==> src/rtl/cpu_pkg.sv <==
// Shared CPU-wide constants and the fetch queue entry type.
// INSTR_W / ADDR_W : instruction and address widths.
// PC_INCR          : sequential fetch stride.
// NOP_INSTR        : value held in empty storage after reset.
// fq_entry_t       : one queued fetch, the instruction and the address after it.
package cpu_pkg;

  localparam int INSTR_W = 32;
  localparam int ADDR_W  = 32;

  localparam logic [ADDR_W-1:0]  PC_INCR   = 32'd4;
  localparam logic [INSTR_W-1:0] NOP_INSTR = 32'h0000_0000;

  typedef struct packed {
    logic [INSTR_W-1:0] instr;
    logic [ADDR_W-1:0]  pc_plus4;
  } fq_entry_t;

  localparam fq_entry_t RESET_ENTRY = '{instr: NOP_INSTR, pc_plus4: '0};

endpackage

==> src/rtl/fetch_queue_ram.sv <==
// DEPTH x fq_entry_t register array backing the fetch queue.
// Ports:
//   clk, rst_n : clock (rising edge), asynchronous active-low reset
//   we         : write enable, captures wr_data at wr_addr on the clock edge
//   wr_addr    : write index
//   wr_data    : entry to store
//   rd_addr    : read index
//   rd_data    : entry at rd_addr, combinational read
module fetch_queue_ram
  import cpu_pkg::*;
#(
  parameter int DEPTH = 2,
  parameter int PTR_W = $clog2(DEPTH)
) (
  input  logic             clk,
  input  logic             rst_n,
  input  logic             we,
  input  logic [PTR_W-1:0] wr_addr,
  input  fq_entry_t        wr_data,
  input  logic [PTR_W-1:0] rd_addr,
  output fq_entry_t        rd_data
);

  fq_entry_t mem [DEPTH];

  // NOTE: the array is reset because the head outputs are read straight from
  // it and must show zero after reset; that is affordable at this small depth.
  always_ff @(posedge clk or negedge rst_n) begin
    if (!rst_n) begin
      for (int i = 0; i < DEPTH; i++) begin
        mem[i] <= RESET_ENTRY;
      end
    end else if (we) begin
      mem[wr_addr] <= wr_data;
    end
  end

  assign rd_data = mem[rd_addr];

endmodule

==> src/rtl/fetch_queue.sv <==
// Decoupling queue between the PC / instruction-memory fetch pair and decode.
// Every fetch that the PC is allowed to make is queued together with its
// PC+4; decode sees the oldest entry through a valid/ready handshake.
// Ports:
//   Clk, Reset_n   : clock (rising edge), asynchronous active-low reset
//   PCResult       : current fetch address
//   Instruction    : instruction-memory data for PCResult (same cycle)
//   Flush          : redirect, drops queued entries and the current fetch
//   PCEn           : PC register enable
//   DecValid       : head entry present
//   DecInstruction : head instruction
//   DecPCPlus4     : head PC+4
//   DecReady       : decode takes the head this cycle
//   Count          : number of valid entries, 0..DEPTH
// DEPTH must be a power of two (>= 2) so pointer arithmetic wraps naturally.
module fetch_queue
  import cpu_pkg::*;
#(
  parameter int DEPTH = 2,
  parameter int PTR_W = $clog2(DEPTH)
) (
  input  logic               Clk,
  input  logic               Reset_n,
  input  logic [ADDR_W-1:0]  PCResult,
  input  logic [INSTR_W-1:0] Instruction,
  input  logic               Flush,
  output logic               PCEn,
  output logic               DecValid,
  output logic [INSTR_W-1:0] DecInstruction,
  output logic [ADDR_W-1:0]  DecPCPlus4,
  input  logic               DecReady,
  output logic [PTR_W:0]     Count
);

  localparam logic [PTR_W:0] FULL_COUNT = (PTR_W + 1)'(DEPTH);
  localparam logic [PTR_W:0] PTR_ONE    = (PTR_W + 1)'(1);

  // Pointers carry one extra wrap bit above the index, so their difference
  // is the occupancy and "full" (same index, different wrap) is distinct
  // from "empty" (identical pointers).
  logic [PTR_W:0] wr_ptr;
  logic [PTR_W:0] rd_ptr;
  logic           full;
  logic           push;
  logic           pop;
  fq_entry_t      wr_entry;
  fq_entry_t      head;

  assign Count    = wr_ptr - rd_ptr;
  assign full     = (Count == FULL_COUNT);
  assign DecValid = (Count != '0);

  // When full, a consuming decode frees the head slot in the same edge, so
  // fetch may proceed; during Flush the PC must load the redirect target.
  assign PCEn = Flush | ~full | DecReady;
  assign push = PCEn & ~Flush;
  assign pop  = DecValid & DecReady & ~Flush;

  assign wr_entry = '{instr: Instruction, pc_plus4: PCResult + PC_INCR};

  // NOTE: state registers use non-blocking assignments so every register
  // samples the pre-edge values of the others, independent of statement order.
  always_ff @(posedge Clk or negedge Reset_n) begin
    if (!Reset_n) begin
      wr_ptr <= '0;
      rd_ptr <= '0;
    end else if (Flush) begin
      // Stale storage is left in place; it is unreachable once rd_ptr == wr_ptr.
      rd_ptr <= wr_ptr;
    end else begin
      if (push) wr_ptr <= wr_ptr + PTR_ONE;
      if (pop)  rd_ptr <= rd_ptr + PTR_ONE;
    end
  end

  fetch_queue_ram #(
    .DEPTH (DEPTH),
    .PTR_W (PTR_W)
  ) u_ram (
    .clk     (Clk),
    .rst_n   (Reset_n),
    .we      (push),
    .wr_addr (wr_ptr[PTR_W-1:0]),
    .wr_data (wr_entry),
    .rd_addr (rd_ptr[PTR_W-1:0]),
    .rd_data (head)
  );

  assign DecInstruction = head.instr;
  assign DecPCPlus4     = head.pc_plus4;

endmodule

==> config.mk <==
export PLATFORM = sky130hd
export DESIGN_NAME = fetch_queue
export DESIGN_NICKNAME = d
export VERILOG_FILES = /design/src/rtl/cpu_pkg.sv /design/src/rtl/fetch_queue_ram.sv /design/src/rtl/fetch_queue.sv
export SDC_FILE = /design/constraint.sdc
export NUM_CORES = 1
export LEC_CHECK = 0
export ABC_CLOCK_PERIOD_IN_PS = 3400
export CAP_MARGIN = 30
export CORE_MARGIN = 2
export CORE_UTILIZATION = 55
export CTS_CLUSTER_DIAMETER = 50
export CTS_CLUSTER_SIZE = 12
export DETAILED_ROUTE_END_ITERATION = 8
export GPL_ROUTABILITY_DRIVEN = 0
export PLACE_DENSITY_LB_ADDON = 0.08
export SYNTH_ARGS = -nofsm -noshare
export SYNTH_HDL_FRONTEND = slang
export SYNTH_SLANG_ARGS = --single-unit
==> constraint.sdc <==
create_clock -name Clk -period 3.4 [get_ports Clk]
set_clock_uncertainty 0.15 [all_clocks]
set_input_delay 0.51 -clock Clk [delete_from_list [all_inputs] [get_ports Clk]]
set_output_delay 0.51 -clock Clk [all_outputs]
set_load 0.01 [all_outputs]
==> flow_summary.yaml, run 1 <==
outcome:
  status: "finished clean"
logic_synthesis:
  ys_warn_count: 0
  seq_area_frac_synth_pct: 53.5
  synthCells: 517
  syn_nets: 587
  netlist.top_cell.by_area: "dfrtp_1"
  avgSynthCellArea_um2: 11.9
  synth_seq_cells: 132
  yosysTopAreaCellShare_pct: 53.5
  synth.distinct_cells: 28
  netlist_top_cells_area: "dfrtp_1, mux2_2, nand2_1, o21ai_0, xnor2_1"
  syn-cell-area_mm2: 0.00617
detailed_routing:
  drt_iter0_markers: 183
  drtPass1Iterations: 4
  vias: 4364
  antenna_left: 0
  post_drt_wl_per_cell_um: 16.8
  route.detailed.drc: 0
  wirelength_mm: 13.5
  avgViaCountPerCell: 5.43
floorplan:
  io_pins: 136
  core_mm2: 0.0109
  die_x_um: 110
  start_util_pct: 56.7
  die_y_um: 110
  fp-row-count: 38
  die_area_mm2: 0.0121
cts:
  htree_levels: 4
  cts_root_buf: "clkbuf_8"
  clock-sinks: 132
  numCtsBuffers: 17
  tritoncts: "done"
  clk-insertion-delay-late_ns: 0.51
  clkTransAtPathRegs_ns: 0.06
  clk_path_buf_depth: 2
  cts_resized: 0
critical_path:
  arrival_ns: 2.36
  crit_type: "reg2out"
  regToRegSetupSlack_ns: 0.71
  critPathLaunchType: "flop"
  cp-end-kind: "primary output"
  required_ns: 2.74
  worstPathMaxFanout: 4
global_route:
  grt_remaining_overflow: 0
  grt_pass1_wl_mm: 21.8
  grt_pass1_vias: 4676
  antenna_found_initial: 0
  grt_max_degree: 103
  grt_use_total_pct: 23.8
finish:
  final_cell_mix: "mux2_2, clkdlybuf4s50_1, dfrtp_1"
  areaGrowthSynthToFinish_pct: 33.6
  drive_gt1_share_pct: 27.6
  fin_nets: 721
  n_antenna_cell: 0
  utilization_pct: 75.7
placed_design:
  io_buffers: 135
  dpl_worst_slack_ns: 0.470
  dp_hpwl_mm: 9.07
pwr:
  power.internal_uw: 5770
  pwr-share-seq_pct: 32.7
  fin_total_pwr_uw: 8410
  p_clk_share_pct: 21.3
  vdd_drop_max_mv: 0.619
  p_switching_uw: 2630
  power.density_mw_per_mm2: 1020
  p_leak_uw: 0.00344
  combPwrFrac_pct: 46.0
  swShare_pct: 31.3
flow_run:
  maxCapViolCount: 0
timing:
  finalCritPeriodShare_pct: 88.7
  worstMarginPinSlew_ns: 0.629
  tns_ns: 0
  finalMaxSlewViolations: 0
  setup_slack_ns: 0.384
  rsz0062_at_grt: "no"
  max_freq_ghz: 0.332
  finalSetupViolations: 0
  hold_viol_final: 0
  slew_headroom_pct: 58.1
  fin_crit_ns: 3.02
worst_hold_path:
  hold_path_class: "in2async"
## power by group through the flow
stage	clock network, uW	registers, uW	logic (uW)
after floorplan	0	2630	2260
after global placement	0	2690	3830
after detailed placement	0	2770	3900
after CTS	1810	2750	3930
after global routing	1890	2850	4200
final	1790	2750	3870
## repair_timing
action                    4_1_cts  5_1_grt
hold buffers                    1        0
setup buffers                   0        0
hold endpoints to repair       30        0
## worst paths after layout
kind	start	depth (start not counted)	to
min in group Clk	u_ram.mem[87]	2	u_ram.mem[87]
hold reg to reg	u_ram.mem[87]	2	u_ram.mem[87]
setup / recovery	wr_ptr[0]	6	PCEn
hold / removal	Reset_n	2	u_ram.mem[125]
setup reg to reg	wr_ptr[0]	7	u_ram.mem[19]
max in group asynchronous	Reset_n	3	rd_ptr[0]
## cell usage after synthesis
master	number
mux2_2	134
dfrtp_1	132
nand2_1	71
o21ai_0	52
xnor2_1	24
clkbuf_1	14
buf_2	10
o21ai_1	10
nand3_1	9
nor2_1	8
xor2_1	8
nand4_1	7
inv_1	6
nor3_1	6
and3_1	4
buf_6	3
nor3_2	3
nor4_1	3
buf_1	2
ha_1	2
or3_1	2
a21oi_1	1
nand2b_1	1
nand4_2	1
nor4_2	1
nor4_4	1
or4_1	1
or4_4	1
## worst max-delay path, stage by stage (launching register included)
cell,delay [ns]
dfrtp_1,0.38
inv_1,0.08
ha_1,0.31
inv_1,0.07
nor3_1,0.36
nand2b_1,0.14
clkdlybuf4s50_1,0.50
## metal layers
metal  GRT usage, %  part of all wire, %  up-vias
met5              0                    0        -
met2           40.7                   51       99
met3           7.29                  5.6       24
met4           9.40                  1.9        0
li1               -                    -     2073
met1           27.9                   41     2168
## registers in the layout (all words and copies together) (netlist names)
register / cells
u_ram.mem: 128
rd_ptr: 2
wr_ptr: 2
## cells by family after synthesis
group / Yosys count / share of synthesized area (%)
muxes: 134 / 24.4
DFF: 132 / 53.5
and+or+nand+nor: 119 / 9.28
AOI/OAI and AO/OA: 63 / 5.11
buffers and inverters: 35 / 2.70
xor gates and xnor gates: 32 / 4.54
adders and majority gates: 2 / 0.405
## through the flow
| step | area, um^2 | hold slack [ns] | cells |
|---|---|---|---|
| finish | 8250 | 0.314 | 804 |
| floorplan | 6170 | 0.0644 | 517 |
| detailed placement | 7650 | 0.315 | 771 |
| CTS | 8250 | 0.307 | 804 |
| global placement | 7650 | 0.307 | 771 |
| global route | 8250 | 0.345 | 804 |
## area by class of cell
| cell class | count | area (um^2) |
|---|---|---|
| timing repair buffer | 144 | 1440 |
| fill | 750 | 2640 |
| inverter | 6 | 22.5 |
| clock inverter | 8 | 97.6 |
| clock buffer | 24 | 490 |
| sequential | 132 | 3300 |
| multi-input combinational | 350 | 2710 |
| tap | 140 | 175 |
No activity file was read; power rests on OpenSTA's default activity.
==> inputs of run 2 (changes only) <==
--- a/config.mk
+++ b/config.mk
@@ -9,6 +9,7 @@
 export CAP_MARGIN = 30
 export CORE_MARGIN = 2
 export CORE_UTILIZATION = 55
+export CTS_BUF_LIST = sky130_fd_sc_hd__clkbuf_4 sky130_fd_sc_hd__clkbuf_8
 export CTS_CLUSTER_DIAMETER = 50
 export CTS_CLUSTER_SIZE = 12
 export DETAILED_ROUTE_END_ITERATION = 8
==> flow_summary.yaml, run 2 (synthesized netlist as in run 1, its figures left out) <==
finish:
  final_area_mm2: 0.00807
  regArea_mm2: 0.00330
  drive_gt1_share_pct: 27.9
  fin_nets: 721
  fillers: 772
  top_regs: "u_ram.mem: 128 flops, rd_ptr: 2 flops, wr_ptr: 2 flops"
  multi_input_area_mm2: 0.00271
  largest-register: "u_ram.mem"
  n_antenna_cell: 0
  largest_reg_flops: 128
  areaGrowthSynthToFinish_pct: 30.8
  final_cell_mix: "mux2_2, clkdlybuf4s50_1, dfrtp_1"
timing:
  worstMarginPinSlew_ns: 0.642
  tns_ns: 0
  max_freq_ghz: 0.342
  finalSetupViolations: 0
  finalMaxSlewViolations: 0
  slew_headroom_pct: 57.2
  holdWs_ns: 0.329
  hold_viol_final: 0
  setup_slack_ns: 0.478
  finalCritPeriodShare_pct: 85.9
  rsz0062_at_grt: "no"
  fin_crit_ns: 2.92
floorplan:
  core_mm2: 0.0109
  start_util_pct: 56.7
  die_area_mm2: 0.0121
  fp-row-count: 38
  die_y_um: 110
  die_x_um: 110
  io_pins: 136
detailed_routing:
  post_drt_wl_per_cell_um: 16.6
  avgViaCountPerCell: 5.44
  top_layer_used: "met4"
  drt_iter0_markers: 177
  drtPass1Iterations: 4
  vias: 4370
  antenna_left: 0
  route.detailed.drc: 0
  wirelength_mm: 13.4
  wl_met1_mm: 5.49
  wl_met2_mm: 6.84
  wl_met3_um: 815
pwr:
  vdd_drop_max_mv: 0.622
  pwr-share-seq_pct: 34.4
  p_leak_uw: 0.00336
  power.density_mw_per_mm2: 986
  p_switching_uw: 2560
  power.internal_uw: 5400
  swShare_pct: 32.2
  fin_total_pwr_uw: 7960
  p_clk_share_pct: 16.9
  combPwrFrac_pct: 48.6
critical_path:
  rr_startpoint: "wr_ptr[0]"
  crit_top_cell: "inv_1"
  arrival_ns: 2.26
  crit_chain: "inv_1 -> ha_1 -> inv_1 -> nor3_1 -> nand2b_1 -> clkdlybuf4s50_1"
  worstPathMaxFanout: 4
  cp-end-kind: "primary output"
  regToRegSetupSlack_ns: 0.72
  reg2reg_depth: 7
  crit_type: "reg2out"
  critPathLaunchType: "flop"
  required_ns: 2.74
  slowest_stage: "clkdlybuf4s50_1"
  cp_slowest_stage_delay_ns: 0.50
  reg2reg_to: "u_ram.mem[19]"
outcome:
  status: "finished clean"
global_route:
  antenna_found_initial: 0
  grt_pass1_vias: 4599
  grt_pass1_wl_mm: 21.4
  grt_use_total_pct: 23.3
  grt_remaining_overflow: 0
  grt_max_degree: 103
worst_hold_path:
  worstHoldStart: "u_ram.mem[28]"
  hold_path_class: "reg2reg"
  min_path_cells: 2
  min_to: "u_ram.mem[28]"
placed_design:
  place_area_mm2: 0.00765
  dpl_worst_slack_ns: 0.470
  dp_hpwl_mm: 9.07
  io_buffers: 135
cts:
  clkTransAtPathRegs_ns: 0.06
  tritoncts: "done"
  cts_root_buf: "clkbuf_8"
  clock-sinks: 132
  htree_levels: 4
  numCtsBuffers: 17
  clk_path_buf_depth: 2
  clk-insertion-delay-late_ns: 0.42
flow_run:
  maxCapViolCount: 0
[run 2: stage by stage]
step	utilization (%)	instances
2_1_floorplan	-	517
3_5_place_dp	70.2	771
6_report	74.2	804
4_1_cts	74.2	804
3_3_place_gp	70.2	771
5_1_grt	74.2	804
[run 2: timing repair]
action,in CTS,in global routing
hold buffers,1,0
buffers inserted,0,0
setup endpoints to repair,0,0
endpoints found under the hold margin,30,0
resized for setup,0,0
[run 2: cell type report]
cell class                      count  area share (%)
Multi-Input combinational cell    350            33.6
Sequential cell                   132            40.9
Clock inverter                      8            1.21
Clock buffer                       24            3.94
Timing Repair Buffer              144            17.9
Tap cell                          140            2.17
Inverter                            6           0.279
[run 2: worst max-delay path by stage]
stage	start	endpoint	slack (ns)	depth (start not counted)
after detailed placement	PCResult[8]	u_ram.mem[95]	0.47	6
after global placement	PCResult[8]	u_ram.mem[31]	0.51	6
after CTS	wr_ptr[0]	PCEn	0.44	6
after global routing	wr_ptr[0]	PCEn	0.37	6
after floorplan	wr_ptr[0]	u_ram.mem[32]	1.14	9
final	wr_ptr[0]	PCEn	0.48	6
[run 2: power groups by stage]
stage | registers (uW) | clock network, uW | logic (uW)
after floorplan | 2630 | 0 | 2260
after CTS | 2740 | 1370 | 3930
after global placement | 2690 | 0 | 3830
after global routing | 2830 | 1450 | 4200
after detailed placement | 2770 | 0 | 3900
final | 2740 | 1350 | 3870
[run 2: critical path: cells and delay by family (launching register included)]
family,cells,cell delay (ns)
buf+inv,3,0.65
simple gates,2,0.51
flops,1,0.38
fa+ha+maj,1,0.31
[run 2: per-layer routing]
metal  track usage, %  vias up
met5                0        -
met4             8.86        0
met3             7.47       19
met2             39.6      113
met1             27.5     2169
li1                 -     2069
==> inputs of run 3 (changes only) <==
--- a/config.mk
+++ b/config.mk
@@ -18,3 +18,4 @@
 export SYNTH_ARGS = -nofsm -noshare
 export SYNTH_HDL_FRONTEND = slang
 export SYNTH_SLANG_ARGS = --single-unit
+export TNS_END_PERCENT = 1
==> results of run 3 <==
No change in the layout: final DEF, timing and power equal those of run 2.
